--- config.mk ---
export PLATFORM = sky130hd
export DESIGN_NAME = wb_port_arbiter
export DESIGN_NICKNAME = d
export VERILOG_FILES = /design/src/rtl/wb_port_arbiter.sv
export SDC_FILE = /design/constraint.sdc
export NUM_CORES = 1
export LEC_CHECK = 0
export BUFFER_PORTS_ARGS = -buffer_cell sky130_fd_sc_hd__buf_2
export CAP_MARGIN = 40
export CORE_MARGIN = 3
export CORE_UTILIZATION = 45
export CTS_BUF_LIST = sky130_fd_sc_hd__clkbuf_16
export DETAILED_ROUTE_END_ITERATION = 7
export GPL_ROUTABILITY_DRIVEN = 0
export MAX_ROUTING_LAYER = met4
export PLACE_DENSITY = 0.69
export SETUP_SLACK_MARGIN = 0.3
export SYNTH_ARGS = -nofsm -noshare
export SYNTH_HDL_FRONTEND = slang
export SYNTH_SLANG_ARGS = --single-unit
--- constraint.sdc ---
create_clock -name clk -period 3.79 [get_ports clk]
set_input_delay 0.379 -clock clk [delete_from_list [all_inputs] [get_ports clk]]
set_output_delay 0.379 -clock clk [all_outputs]
set_load 0.01 [all_outputs]
--- src/rtl/wb_port_arbiter.sv ---
// Writeback arbiter merging the in-order pipe with a 2-entry long-latency result FIFO; optional WB_ARB_PERF_EN adds conflict_cnt.
// Latency: the winner's write appears on wr_reg/wregno/regval one clock after it wins arbitration.
// Backpressure: ll_ready drops when the FIFO holds two entries; pipe_stall is raised for the one forced LL cycle after a starvation run.
module wb_port_arbiter #(
    parameter int DBITS        = 32,
    parameter int REGNOBITS    = 5,
    parameter int STARVE_LIMIT = 4
) (
    input  logic                 clk,
    input  logic                 reset,
    input  logic                 pipe_valid,
    input  logic                 pipe_wr_reg,
    input  logic [REGNOBITS-1:0] pipe_wregno,
    input  logic [DBITS-1:0]     pipe_regval,
    output logic                 pipe_stall,
    input  logic                 ll_valid,
    input  logic [REGNOBITS-1:0] ll_wregno,
    input  logic [DBITS-1:0]     ll_regval,
    output logic                 ll_ready,
    output logic                 wr_reg,
    output logic [REGNOBITS-1:0] wregno,
`ifdef WB_ARB_PERF_EN
    output logic [DBITS-1:0]     regval,
    output logic [31:0]          conflict_cnt
`else
    output logic [DBITS-1:0]     regval
`endif
);

    typedef enum logic {ST_NORMAL, ST_FORCE} state_t;

    localparam logic [3:0] LIMIT = 4'(STARVE_LIMIT);

    state_t               state;
    logic [3:0]           starve_cnt;
    logic [3:0]           starve_nxt;
    logic [1:0]           count;
    logic                 wr_ptr;
    logic                 rd_ptr;
    logic [REGNOBITS-1:0] fifo_regno [2];
    logic [DBITS-1:0]     fifo_data  [2];

    logic                 pipe_req;
    logic                 fifo_ne;
    logic                 push;
    logic                 pipe_win;
    logic                 ll_win;
    logic [REGNOBITS-1:0] win_regno;
    logic [DBITS-1:0]     win_data;

    always_comb begin
        pipe_req   = pipe_valid & pipe_wr_reg;
        fifo_ne    = (count != 2'd0);
        // Readiness comes from the registered count only; a same-cycle pop does not free a slot.
        ll_ready   = ~reset & (count < 2'd2);
        push       = ll_valid & ll_ready;
        pipe_win   = (state == ST_NORMAL) & pipe_req;
        ll_win     = fifo_ne & ((state == ST_FORCE) | ~pipe_req);
        pipe_stall = (state == ST_FORCE) & pipe_req;
        starve_nxt = starve_cnt + 4'd1;
        win_regno  = ll_win ? fifo_regno[rd_ptr] : pipe_wregno;
        win_data   = ll_win ? fifo_data[rd_ptr]  : pipe_regval;
    end

    // FIFO storage carries no reset; validity is tracked entirely by count.
    always_ff @(posedge clk) begin
        if (push) begin
            fifo_regno[wr_ptr] <= ll_wregno;
            fifo_data[wr_ptr]  <= ll_regval;
        end
    end

    always_ff @(posedge clk or posedge reset) begin
        if (reset) begin
            state      <= ST_NORMAL;
            starve_cnt <= 4'd0;
            count      <= 2'd0;
            wr_ptr     <= 1'b0;
            rd_ptr     <= 1'b0;
            wr_reg     <= 1'b0;
            wregno     <= '0;
            regval     <= '0;
        end else begin
            if (push) wr_ptr <= ~wr_ptr;
            if (ll_win) rd_ptr <= ~rd_ptr;
            case ({push, ll_win})
                2'b10:   count <= count + 2'd1;
                2'b01:   count <= count - 2'd1;
                default: count <= count;
            endcase

            // A winner targeting x0 is consumed without a register-file write.
            wr_reg <= (pipe_win | ll_win) & (win_regno != '0);
            if (pipe_win | ll_win) begin
                wregno <= win_regno;
                regval <= win_data;
            end

            case (state)
                ST_NORMAL: begin
                    if (ll_win) begin
                        starve_cnt <= 4'd0;
                    end else if (pipe_win && fifo_ne) begin
                        starve_cnt <= starve_nxt;
                        if (starve_nxt == LIMIT) state <= ST_FORCE;
                    end
                end
                default: begin
                    state      <= ST_NORMAL;
                    starve_cnt <= 4'd0;
                end
            endcase
        end
    end

`ifdef WB_ARB_PERF_EN
    always_ff @(posedge clk or posedge reset) begin
        if (reset) begin
            conflict_cnt <= 32'd0;
        end else if (pipe_req && fifo_ne && (conflict_cnt != 32'hFFFF_FFFF)) begin
            conflict_cnt <= conflict_cnt + 32'd1;
        end
    end
`endif

endmodule

Yosys cells after proc, flatten, opt, wreduce, memory -nomap -nowiden
Memory sizes are Yosys's and may differ from the RTL's. Cells that the tools add are included.

Flip-flop bits (word level): 47. Bits in writable memories: 74. Input port bits: 79. Output and inout port bits: 40. Logic and storage cells: 48. Memories kept: 2.

Memories: fifo_data (words 2, width 32, rd ports 1, clocked after Yosys merged registers in 0, wr ports 1, line 41) `logic [DBITS-1:0] fifo_data [2];`; fifo_regno (words 2, width 5, rd ports 1, clocked after Yosys merged registers in 0, wr ports 1, line 40) `logic [REGNOBITS-1:0] fifo_regno [2];`.

Add/subtract/negate cells: 3. $lt $le $gt $ge: 1. Equality and inequality tests: 3. Multiplexer cells: 12. Bitwise logic cells: 14. Reductions and logical operators: 5.

Operators with widths (count): 32-bit 2-to-1 mux (1); 4-bit 2-to-1 mux (3); 1-bit bitwise AND (7); 1-bit 2-to-1 mux (6); 5-bit 2-to-1 mux (1); 1-bit NOT (5); 5-bit nonzero test (1); 4-bit by 1-bit adder with 4-bit output, second input constant (1); 4-bit by 3-bit == test with 1-bit output, second input constant (1); 2-bit case mux with 2 select lines (1); 2-bit nonzero test (2); 3-bit nonzero test (1); 2-bit by 1-bit adder with 2-bit output, second input constant (1); 2-bit by 1-bit == test with 1-bit output, second input constant (1); 2-bit == test, second input constant (1); 2-bit < comparator, second input constant (1); 1-bit bitwise OR (2); 2-bit by 1-bit subtractor with 2-bit output, second input constant (1); 1-bit logical AND (1).

Logic depth before layout (Yosys ltp)
Word-level depth: 7. Depth in mapped cells: 7. Depth with buffers taken out: 6.

Worst setup path after synthesis
No wires, ideal clock.

Kind: reg2reg. Start point: register count[1]. End point: memory fifo_data[0][0] (enable). Setup time: 431 ps. Data arrival time: 2364 ps. Required time: 3359 ps. Slack: 995 ps. Stages on the path, launching flop included: 4. Buffers on the path: 0. Period minus slack after synthesis: 2795 ps. Cell sequence: dfrtp_1 nor2_1 nand2_1 nor2_1.

Cells in the longest elaborated chain, start to end: 5.

Ends and longest elaborated chain: start: declaration (line 37) `logic [1:0] count;`; start signal: assignment (line 87) `2'b10: count <= count + 2'd1;`; start signal: assignment (line 88) `2'b01: count <= count - 2'd1;`; start signal: assignment (line 89) `default: count <= count;`; 2-bit < comparator (line 55) `ll_ready = ~reset & (count < 2'd2);`; 1-bit bitwise AND (line 55); via ll_ready (line 19) `output logic ll_ready,`; 1-bit bitwise AND (line 56) `push = ll_valid & ll_ready;`; 1-bit 2-to-1 mux (line 67) `if (push) begin`; 1-bit 2-to-1 mux (not written as such) (line 69) `fifo_data[wr_ptr] <= ll_regval;`; end: declaration (line 41).

The timed path passes the listed nets, and every way through them passes these cells.

Worst setup path in the final report
Start point: input reset. End point: memory fifo_data[0][5] (enable).

Cells in the longest elaborated chain, start to end: 5.

Ends and longest elaborated chain: start: declaration (line 10) `input logic reset,`; 1-bit NOT (line 55); 1-bit bitwise AND (line 55); 1-bit bitwise AND (line 56); 1-bit 2-to-1 mux (line 67); 1-bit 2-to-1 mux (not written as such) (line 69).

No other way between the ends.

==> metrics.txt <==
maximum number of pins on one net before global-route repair 43; mean cell area of the mapped netlist 14.6 µm²; total detailed-routing wirelength 9510 µm; H-tree levels 4; transition at the pin with the smallest max-transition slack 779 ps; utilization after layout 60.3%; setup repair after global routing missed its margin false; count of boundary I/O pins 119; routed via count divided by cell count 4.97; kind of launch point of the worst setup path input port; critical path's largest stage delay 520 ps; Chip Height 111 µm; clock transition at the register clock pins on the worst setup and hold paths after CTS 50 ps; data arrival time of the critical path 2120 ps; Port Buffers 118; antenna violations before repair 0; buffers from clock root to sink, at most 2; number of design rule violations left after detail routing 0; min-delay worst type in -> reg; share of post-route cells with drive strength above 1 39.7%; crit path time final 2020 ps; register name with the most flops fifo_data; start-to-end type of the worst setup path in -> reg; cell row count 37; outcome complete, no violations; highest net fanout along the worst path 21; CTS tree built; ratio of final minimum period to clock period 53.3%; number of vias after detailed routing 3032; cell-by-cell listing of the critical path dlygate4sd3_1 > buf_2 > nor2_1 > nand2_1 > nor2_4 > buf_16; First DRT Iteration DRCs 148; total routing resource utilization after global routing 17.0%; cts bufs inserted 17; count of final hold-check violations 0; area of the core 0.0105 mm²; number of buffers and inverters on the critical path 3; total power per unit cell area 768 mW/mm²; worst-case headroom to the max-slew limit 47.9%; part of the Yosys area used for sequential elements 69.1%; Setup Fix Bufs, Post-CTS 0; count of max-cap constraint violations 0; endpoint kind of the worst setup timing path register; top flip-flop cell by instance count after synthesis sky130_fd_sc_hd__edfxtp_1; kind of cell with the highest combined delay on the critical path buffers and inverters; CTS sink count 121; async set-reset flop share out of synthesis 38.8%; count of antenna-violating nets left after detailed routing 0; instance count of the mapped netlist 338; via count of the first global-routing pass 3224; overall overflow remaining after global route 0; Peak VDD IR 0.404 mV; buffer cell driving the clock tree root sky130_fd_sc_hd__clkbuf_16; initial core utilization 47.0%; die area 0.0122 mm²; Max Freq 0.495 GHz; clock latency on the worst-skew pair 400 ps; cell type of the slowest stage on the worst timing path sky130_fd_sc_hd__dlygate4sd3_1; wire length of the first global-routing pass 15800 µm; setup TNS 0 ps; commonest cells after routing, fill and taps aside sky130_fd_sc_hd__buf_2 (118), sky130_fd_sc_hd__edfxtp_1 (74), sky130_fd_sc_hd__dfrtp_1 (46), sky130_fd_sc_hd__nand2_1 (42), sky130_fd_sc_hd__o21ai_1 (34); post-synth design cell area 0.00492 mm²; leak pwr 2.70 nW; Synthesized Nets 419; Fill cells 831; most common cell after layout, fill and taps aside sky130_fd_sc_hd__buf_2; sum of net half-perimeters after detailed placement 6600 µm; synthesis warning total 0; number of enable flip-flop cells after synthesis 74; final number of max-transition violations 0; Chip Width 111 µm; Largest register FFs 64; final setup violation count 0; FF+latch count, synth 121; antenna diode count 0; Area Growth Syn to Fin 28.1%; worst-case clock skew 10.3 ps; iteration count of the initial detailed-routing pass 4; Largest regs fifo_data: 64 flops, regval: 32 flops, fifo_regno: 10 flops; number of nets in the layout 543; Required @ worst endpoint 3890 ps; Routed wire per std cell 15.6 µm; number of unique standard cell types used by synthesis 34
worst reg2reg max path, stage by stage, from the launching register on:
cell	delay (ps)
sky130_fd_sc_hd__dfrtp_1	430
sky130_fd_sc_hd__and3b_2	680
sky130_fd_sc_hd__nor2_2	130
sky130_fd_sc_hd__ha_1	350
sky130_fd_sc_hd__nor2_1	150
sky130_fd_sc_hd__xor2_1	160
timing repair:
item	CTS	global route
endpoints found under the hold margin	17	0
gates resized for setup	0	0
hold buffers	1	0
logic make-up (layout without fill, tap and decap cells):
group                    Yosys count  after routing  share of synthesized area (%)
XOR/XNOR                           6              6                           1.07
buffers and inverters             22            158                           3.03
AND/OR/NAND/NOR                   74             74                           6.81
multiplexers                      64             64                           13.8
flip-flops                       121            121                           69.1
AO/OA/AOI/OAI                     49             49                           5.70
adder cells (fa/ha/maj)            2              2                          0.508
final cells by class:
cell class	instances	area, µm²	share of cell area (%)
Clock buffer	17	425	6.75
Inverter	2	7.51	0.119
Clock inverter	14	188	2.98
Sequential cell	121	3400	53.9
Tap cell	136	170	2.70
Timing Repair Buffer	125	731	11.6
Multi-Input combinational cell	195	1380	21.9
cell usage after synthesis (2+ instances only):
master	n	area (µm²)
sky130_fd_sc_hd__inv_1	2	7.51
sky130_fd_sc_hd__a211oi_1	5	37.5
sky130_fd_sc_hd__edfxtp_1	74	2220
sky130_fd_sc_hd__xnor2_1	4	35.0
sky130_fd_sc_hd__nor2b_1	5	31.3
sky130_fd_sc_hd__a21oi_1	2	10.0
sky130_fd_sc_hd__and3b_1	2	17.5
sky130_fd_sc_hd__buf_2	12	60.1
sky130_fd_sc_hd__mux2i_1	32	320
sky130_fd_sc_hd__mux2_2	32	360
sky130_fd_sc_hd__nor2_1	11	41.3
sky130_fd_sc_hd__o21ai_1	34	170
sky130_fd_sc_hd__ha_1	2	25.0
sky130_fd_sc_hd__nand3_1	2	10.0
sky130_fd_sc_hd__dfrtp_1	47	1180
sky130_fd_sc_hd__nor3_1	4	20.0
sky130_fd_sc_hd__nand2_1	42	158
sky130_fd_sc_hd__clkbuf_1	2	7.51
sky130_fd_sc_hd__xor2_1	2	17.5
sky130_fd_sc_hd__o31ai_1	5	37.5
sky130_fd_sc_hd__buf_12	2	40.0
sky130_fd_sc_hd__buf_4	3	22.5
power breakdown:
group / switching [mW] / total (mW) / leakage [nW] / internal, mW
logic: 0.641 / 1.28 / 1.15 / 0.635
clock network: 0.522 / 1.66 / 0.309 / 1.14
registers: 0.186 / 1.90 / 1.24 / 1.71
layer usage:
layer | vias to the layer above | wire length, µm | global-route usage, %
met5 | - | 0 | -
met4 | 0 | 163 | 7.88
met3 | 15 | 575 | 5.53
met2 | 101 | 4610 | 26.1
met1 | 1431 | 4160 | 20.6
li1 | 1485 | - | -
path summary, 6_finish.rpt:
path                                           start                         end  slack (ps)  depth (start not counted)
min in group asynchronous                      reset      regval[24]$_DFFE_PP0P_         520                          3
worst min register to register  count[1]$_DFFE_PP0P_        count[1]$_DFFE_PP0P_         510                          1
worst max-delay path                           reset   fifo_data[0][5]$_DFFE_PP_        1770                          6
worst max register to register       state$_DFF_PP0_        count[1]$_DFFE_PP0P_        1810                          5
worst min-delay path                    ll_wregno[4]  fifo_regno[0][4]$_DFFE_PP_         160                          1
max in group asynchronous                      reset          rd_ptr$_DFFE_PP0N_        2750                          4
metrics by stage:
stage               power [mW]  std cells  hold WS [ps]  area, µm²  worst slack (ps)
detailed placement        3.22        578           416       5680              1810
global placement          3.11        573           490       5560              1740
CTS                       4.90        610           142       6300              1770
global route              5.10        610           137       6300              1620
finish                    4.84        610           157       6300              1770
floorplan                 2.80        338           461       4920               995
No activity file was read; power rests on OpenSTA's default activity.
